**src/rtl/mem_arb_pkg.sv**
```systemverilog
// Shared constants for the unified-memory arbiter: FSM encodings, owner tags
// and fixed data patterns.
package mem_arb_pkg;

  // FSM state encodings
  localparam logic [1:0] IDLE  = 2'd0;
  localparam logic [1:0] ISSUE = 2'd1;
  localparam logic [1:0] WAIT  = 2'd2;
  localparam logic [1:0] RESP  = 2'd3;

  // Which requester owns the outstanding transaction
  localparam logic OWN_I = 1'b0;
  localparam logic OWN_D = 1'b1;

  // Read data returned on a response timeout
  localparam logic [31:0] ERR_RDATA = 32'hDEADBEEF;
  localparam logic [3:0]  BE_ALL    = 4'hF;

  // Byte enables for a data-side access: stores use the requester's lanes,
  // loads always fetch the full word and let the core pick bytes.
  function automatic logic [3:0] data_be(input logic we, input logic [3:0] be);
    return we ? be : BE_ALL;
  endfunction

endpackage

```
**src/rtl/mem_arb_pick.sv**
```systemverilog
// Fixed-priority select (data over fetch) with a starvation counter that
// hands the next arbitration to fetch after STARVE_LIMIT consecutive losses.
module mem_arb_pick #(
  parameter int STARVE_LIMIT = 4
) (
  input  logic clk,
  input  logic rst,
  input  logic arb_en,
  input  logic i_req,
  input  logic d_req,
  output logic pick_i,
  output logic pick_d
);

  localparam logic [3:0] LIMIT = 4'(STARVE_LIMIT);

  logic [3:0] starve;
  logic       fetch_prio;

  assign fetch_prio = (starve == LIMIT);

  // Data wins ties unless fetch has been starved up to the limit
  always_comb begin
    pick_i = arb_en & i_req & (~d_req | fetch_prio);
    pick_d = arb_en & d_req & ~pick_i;
  end

  // Count fetch losses; a fetch win or an idle fetch side clears the count
  always_ff @(posedge clk or posedge rst) begin
    if (rst)
      starve <= '0;
    else if (!i_req || pick_i)
      starve <= '0;
    else if (pick_d && starve != LIMIT)
      starve <= starve + 4'd1;
  end

endmodule

```
**src/rtl/mem_arbiter.sv**
```systemverilog
// Shares a single-ported memory between instruction fetch and load/store.
// One transaction in flight; response is routed back to its owner, and a
// response that never arrives is turned into an error ack after a timeout.
module mem_arbiter
  import mem_arb_pkg::*;
#(
  parameter int ADDR_W         = 32,
  parameter int STARVE_LIMIT   = 4,
  parameter int TIMEOUT_CYCLES = 64
) (
  input  logic              clk,
  input  logic              rst,
  input  logic              i_req,
  input  logic [ADDR_W-1:0] i_addr,
  output logic              i_ack,
  output logic [31:0]       i_rdata,
  output logic              i_err,
  input  logic              d_req,
  input  logic              d_we,
  input  logic [3:0]        d_be,
  input  logic [ADDR_W-1:0] d_addr,
  input  logic [31:0]       d_wdata,
  output logic              d_ack,
  output logic [31:0]       d_rdata,
  output logic              d_err,
  output logic              m_req,
  output logic              m_we,
  output logic [3:0]        m_be,
  output logic [ADDR_W-1:0] m_addr,
  output logic [31:0]       m_wdata,
  input  logic              m_gnt,
  input  logic              m_rvalid,
  input  logic [31:0]       m_rdata
);

  localparam int            TW    = $clog2(TIMEOUT_CYCLES + 1);
  localparam logic [TW-1:0] TLAST = TW'(TIMEOUT_CYCLES - 1);

  logic [1:0]        state;
  logic              owner;
  logic [TW-1:0]     tcnt;
  logic              pick_i, pick_d;
  logic [ADDR_W-1:0] sel_addr;
  logic              i_err_q, d_err_q;
  logic              resp_done, resp_to;
  logic              unused_addr_lsb;

  // Byte offset bits are dropped: memory is word addressed
  assign unused_addr_lsb = ^{i_addr[1:0], d_addr[1:0]};

  mem_arb_pick #(.STARVE_LIMIT(STARVE_LIMIT)) u_pick (
    .clk    (clk),
    .rst    (rst),
    .arb_en (state == IDLE),
    .i_req  (i_req),
    .d_req  (d_req),
    .pick_i (pick_i),
    .pick_d (pick_d)
  );

  assign sel_addr  = pick_d ? d_addr : i_addr;
  assign resp_done = (state == WAIT) & m_rvalid;
  assign resp_to   = (state == WAIT) & ~m_rvalid & (tcnt == TLAST);

  assign m_req = (state == ISSUE);
  assign i_ack = (state == RESP) & (owner == OWN_I);
  assign d_ack = (state == RESP) & (owner == OWN_D);
  assign i_err = i_ack & i_err_q;
  assign d_err = d_ack & d_err_q;

  // Main sequencer: arbitrate, issue, wait for response, ack
  always_ff @(posedge clk or posedge rst) begin
    if (rst) begin
      state <= IDLE;
      owner <= OWN_I;
      tcnt  <= '0;
    end else begin
      case (state)
        IDLE: if (pick_i || pick_d) begin
          owner <= pick_d ? OWN_D : OWN_I;
          state <= ISSUE;
        end
        ISSUE: if (m_gnt) begin
          tcnt  <= '0;
          state <= WAIT;
        end
        WAIT: begin
          tcnt <= tcnt + 1'b1;
          if (resp_done || resp_to) state <= RESP;
        end
        default: state <= IDLE;
      endcase
    end
  end

  // Latch the winner's request fields; they stay put until the next grant
  always_ff @(posedge clk or posedge rst) begin
    if (rst) begin
      m_we    <= 1'b0;
      m_be    <= '0;
      m_addr  <= '0;
      m_wdata <= '0;
    end else if (pick_i || pick_d) begin
      m_we    <= pick_d & d_we;
      m_be    <= pick_d ? data_be(d_we, d_be) : BE_ALL;
      m_addr  <= {sel_addr[ADDR_W-1:2], 2'b00};
      m_wdata <= (pick_d && d_we) ? d_wdata : 32'h0;
    end
  end

  // Per-requester response data/error; held until that requester's next response
  always_ff @(posedge clk or posedge rst) begin
    if (rst) begin
      i_rdata <= '0;
      d_rdata <= '0;
      i_err_q <= 1'b0;
      d_err_q <= 1'b0;
    end else if (resp_done || resp_to) begin
      if (owner == OWN_I) begin
        i_rdata <= resp_done ? m_rdata : ERR_RDATA;
        i_err_q <= resp_to;
      end else begin
        d_rdata <= resp_done ? m_rdata : ERR_RDATA;
        d_err_q <= resp_to;
      end
    end
  end

endmodule

```
**config.mk**
```make
export PLATFORM = sky130hd
export DESIGN_NAME = mem_arbiter
export DESIGN_NICKNAME = d
export VERILOG_FILES = /design/src/rtl/mem_arb_pkg.sv /design/src/rtl/mem_arb_pick.sv /design/src/rtl/mem_arbiter.sv
export SDC_FILE = /design/constraint.sdc
export NUM_CORES = 1
export LEC_CHECK = 0
export ABC_CLOCK_PERIOD_IN_PS = 9270
export BUFFER_PORTS_ARGS = -buffer_cell sky130_fd_sc_hd__buf_2
export CORE_UTILIZATION = 28
export DETAILED_ROUTE_END_ITERATION = 6
export REMOVE_ABC_BUFFERS = 1
export SETUP_SLACK_MARGIN = 0.1
export SYNTH_ARGS = -nofsm -noshare
export SYNTH_HDL_FRONTEND = slang
export SYNTH_SLANG_ARGS = --single-unit
```
**constraint.sdc**
```tcl
create_clock -name clk -period 9.27 [get_ports clk]
set_input_delay 0.927 -clock clk [delete_from_list [all_inputs] [get_ports clk]]
set_output_delay 0.927 -clock clk [all_outputs]
set_load 0.02 [all_outputs]
```
# == Word-level counts from Yosys, hierarchy flattened ==
# Index checks and enable logic that the tools add are counted.
# totals
elab_cells,68
output_inout_bits,138
in_bits,139
register_bits,147
# classes
n_reduce_logical,14
n_eq_ne,9
n_mux,14
addsub,2
n_bitwise,17
# ops
operator,n
$mux W32,3
$mux W4,4
$pmux W7 S2,1
$and A1 B1 Y1,12
$reduce_and A2 Y1,4
$add A7 B1 Y7 const B,1
$eq A7 B6 Y1 const B,1
$mux W7,1
$mux W2,3
$pmux W2 S3,1
$add A4 B1 Y4 const B,1
$eq A2 B2 Y1 const B,2
$eq A4 B3 Y1 const B,1
$ne A2 B1 Y1 const B,2
$ne A4 B3 Y1 const B,1
$not A1 Y1,4
$reduce_bool A2 Y1,2
$logic_or A1 B1 Y1,3
$reduce_and A3 Y1,1
$eq A2 B1 Y1 const B,1
$logic_and A1 B1 Y1,2
$logic_not A2 Y1,1
$ne A2 B2 Y1 const B,1
$logic_not A1 Y1,1
2 further kinds,2

# == Logic depth before layout (Yosys ltp) ==
# logic_depth
word_depth,8
ltp_mapped,9
ltp_nobuf,6

# == Hierarchy ==
# Synthesis repeated with hierarchy kept, for this count alone.
# unflattened
hier_cells,466
hier_area_um2,5928.2
# modules_own_cells
mod,area_per_inst_um2,seq_area_each_um2,instances,cells_each
mem_arbiter,5659.2,3578.4,1,436
mem_arb_pick,269.0,100.1,1,30

# == Worst setup path before layout ==
# Ideal clock, no wire load.
# synth_path
path_type,register to output
start,reg state[1]
end,out i_err
stages_incl_launch_ff,4
required_ns,8.343
n_path_buf,0
arrival_ns,1.197
path_slack_ns,7.146
cell_sequence,dfrtp_1 ha_1 nor2b_1 and2_1
# synth_between
elab_chain_len,3
# synth_lines
element,line,text
"start, declared",mem_arbiter.sv:39,logic [1:0] state;
"start signal, assigned",mem_arbiter.sv:74,state <= IDLE;
"start signal, assigned",mem_arbiter.sv:81,state <= ISSUE;
"start signal, assigned",mem_arbiter.sv:85,state <= WAIT;
$eq A2 B2 Y1,mem_arbiter.sv:66,assign i_ack = (state == RESP) & (owner == OWN_I);
$and A1 B1 Y1,mem_arbiter.sv:66,
net i_ack,mem_arbiter.sv:15,"output logic i_ack,"
$and A1 B1 Y1,mem_arbiter.sv:68,assign i_err = i_ack & i_err_q;
"end, declared",mem_arbiter.sv:17,"output logic i_err,"
# The timed path passes the listed nets, and every way through them passes these cells.

# == Final worst setup path ==
# layout_path
start,reg state[0]
end,reg i_rdata[21]
# layout_between
elab_chain_len,5
word_cells_on_any_way,7
cone_classes,eq/ne (1); mux (1); bitwise (3); reduce/logical (2)
# layout_lines
element,line,text
$eq A2 B2 Y1 (*),"mem_arbiter.sv:62, mem_arbiter.sv:63",
$and A1 B1 Y1 (2 in a row),mem_arbiter.sv:63,assign resp_to = (state == WAIT) & ~m_rvalid & (tcnt == TLAST);
$logic_or A1 B1 Y1,mem_arbiter.sv:118,end else if (resp_done || resp_to) begin
$reduce_and A2 Y1 (no source line),n/a,
"end signal, assigned",mem_arbiter.sv:120,i_rdata <= resp_done ? m_rdata : ERR_RDATA;
"end, declared",mem_arbiter.sv:16,"output logic [31:0] i_rdata,"
# Mark *: on every way between the ends. The rest lies on a longest branch, timed or not.
# A chain may end at the register's enable or synchronous reset.

==> impl_metrics.yaml <==
synth:
  syn_inst: 500
  synth_commonest_cells: "dfrtp_1, a21oi_1, a22o_1"
  yosys.area.top_type: "dfrtp_1"
  synth_area_leaders: "dfrtp_1, a22o_1, a21oi_1, o22a_1, o22a_2"
  synthArstFlopShare: 1.00
  avgSynthCellArea_sq_um: 11.9
  synth_seq_area_share: 0.619
  synth_seq_cells: 147
  yosysTopAreaCellShare: 0.619
  ys.flop_type: "dfrtp_1"
  synth_edf_count: 0
  yosysMostFrequentCell: "dfrtp_1"
  synth_cell_types: 41
  synth_area_sq_um: 5950
  yosysWarnings: 0
die:
  core_area_sq_um: 20500
  rows: 52
  fp.dieW_um: 148
  start_util: 0.290
  dieArea_sq_um: 21800
  die_h_um: 148
  ioPinCount: 277
timing:
  finalClockSkew_ns: 0.0101
  slew_viol_final: 0
  slew_headroom: 0.232
  clock.fmax_mhz: 385
  tightest_slew_ns: 1.15
  timing.final.crit_period_ns: 2.60
  fin_crit_sh: 0.280
  finalSetupTns_ns: 0
  grt_setup_unrepaired: "no"
  setup_viol: 0
  hold_violations: 0
  layout_setup_ws_ns: 6.67
pwr:
  leakage_nw: 3.97
  vdd_drop_max_uv: 164
  powerDensity_nw_per_um2: 390
clock_tree:
  ctsHoldBuffers: 0
  worst_skew_pair.late_latency_ns: 0.41
  ctsRootBufferMaster: "clkbuf_16"
  cts_buffers: 17
  cts.sinks: 147
  htreeDepth: 4
  cts_resized: 0
  cts_tree: "done"
  post_cts_buffers: 0
  clock_path_buffers: 2
  clk_pin_slew_ns: 0.06
worst_setup_path:
  crit_type: "register to register"
  cp-start-kind: "register"
  crit_fanout: 24
  timing.critical_path.from: "state[0]"
  reg2regPathDepth: 6
  cp.arrival_ns: 2.88
  r2r_setup_slack_ns: 6.67
  required_ns: 9.55
  endpoint_kind: "register"
  rr_endpoint: "i_rdata[21]"
  path_cells: "inv_1 > ha_1 > inv_1 > nor2_1 > nand2_1 > o22a_1"
  cpPeakStageDelay_ns: 0.64
  reg2reg_from: "state[0]"
  crit_path_end: "i_rdata[21]"
  crit_slowest_cell: "nand2_1"
  crit_top_cell: "inv_1"
finish:
  nets: 906
  fin_util: 0.393
  drive_above_1_share: 0.436
  antenna_cells: 0
  area_growth_pct: 35.5
  fin_cells: 1043
grt:
  grt-ovfl-total: 0
  grt_pass1_wl_um: 27000
  grt_usage: 0.161
  antenna_found_initial: 0
  grt_pass1_vias: 4960
  grt_max_degree: 75
place:
  dpl.cell_count: 1011
  gp_congestion: 0.740
  post-place-ws_ns: 6.60
  port-buffer-count: 270
  dp_hpwl_um: 11500
detailed_routing:
  viasPerCell: 4.73
  first_pass_iters: 4
  drt_iter0_markers: 297
  drc: 0
  routed_wl_um: 17100
  drtAntennaViolNets: 0
  vias: 4930
  wire_per_inst_um: 16.4
outcome:
  outcome: "finished clean"
run:
  max-cap-violations: 0
worst_hold_path:
  hold_class: "register to register"
-- metal layers --
layer / GRT usage / routed length, um / part of all wire
met1: 0.205 / 7540 / 0.44
met2: 0.268 / 8260 / 0.48
met3: 0.0457 / 1240 / 0.072
met4: 0.0371 / 106 / 0.0062
met5: 0 / 0 / 0
-- kinds of logic after synthesis --
logic type	Yosys count	share of synthesized area
multiplexers	5	0.00863
adder cells (fa/ha/maj)	7	0.0147
XOR/XNOR	2	0.00295
AO/OA/AOI/OAI	179	0.226
flip-flops	147	0.619
buffers and inverters	44	0.0408
other	1	0.000631
AND/OR/NAND/NOR	115	0.0882
-- registers in the layout (all words and copies together), names as in the netlist --
register,count
m_addr,30
m_wdata,32
d_rdata,32
u_pick.starve,4
m_be,4
state,2
owner,1
m_we,1
tcnt,7
i_rdata,32
d_err_q,1
i_err_q,1
-- cell usage in the layout (no fill, tap or decap), drive strengths merged --
| master | n |
|---|---|
| and2b | 1 |
| clkinv | 2 |
| nand2b | 2 |
| nor2b | 6 |
| mux2 | 1 |
| and3 | 4 |
| o221ai | 1 |
| a22oi | 2 |
| nor2 | 35 |
| a22o | 49 |
| a32o | 1 |
| or4 | 1 |
| o22ai | 1 |
| dfrtp | 147 |
| clkbuf | 19 |
| or3 | 1 |
| nand4b | 1 |
| mux2i | 4 |
| clkinvlp | 4 |
| buf | 276 |
| ha | 7 |
| inv | 13 |
| a31oi | 1 |
| conb | 2 |
| or2 | 1 |
| bufinv | 2 |
| o22a | 52 |
| o31ai | 2 |
| and2 | 5 |
| xnor2 | 2 |
| o21bai | 1 |
| nand2 | 47 |
| nor3 | 4 |
| a21oi | 64 |
| o21ai | 5 |
| nand3 | 7 |
-- area by class of cell --
class	count	area, sq um
inverter	8	35.0
clock inverter	13	148
timing repair buffer	276	1400
sequential	147	3680
tap	270	338
multi-input combinational	310	2030
clock buffer	19	433
fill	2021	12400
-- report_power, final --
group	switching [mW]	internal [mW]
logic	0.842	0.500
clock network	0.286	0.401
registers	0.170	0.947
-- stage by stage --
step | hold slack, ns | power (mW) | instance area (sq um)
global placement | 0.460 | 2.47 | 7480
floorplan | 0.454 | 1.97 | 5740
finish | 0.472 | 3.15 | 8060
global route | 0.494 | 3.36 | 8060
detailed placement | 0.461 | 2.48 | 7480
CTS | 0.478 | 3.19 | 8060
-- worst max-delay path: cells and delay by family (launching register included) --
kind	cells	cell delay (ns)
flip-flops	1	0.40
AND/OR/NAND/NOR	2	0.89
buffers and inverters	2	0.33
adder cells (fa/ha/maj)	1	0.36
AO/OA/AOI/OAI	1	0.48
-- how the worst min path moves through the flow --
stage | startpoint | end | slack, ns | cells after the start
after CTS | m_we | m_we | 0.48 | 2
after detailed placement | m_we | m_we | 0.46 | 2
after floorplan | i_err_q | i_err_q | 0.45 | 2
after global routing | d_rdata[25] | d_rdata[25] | 0.49 | 1
final | m_we | m_we | 0.47 | 2
after global placement | m_we | m_we | 0.46 | 2
(Power assumes the default switching activity.)
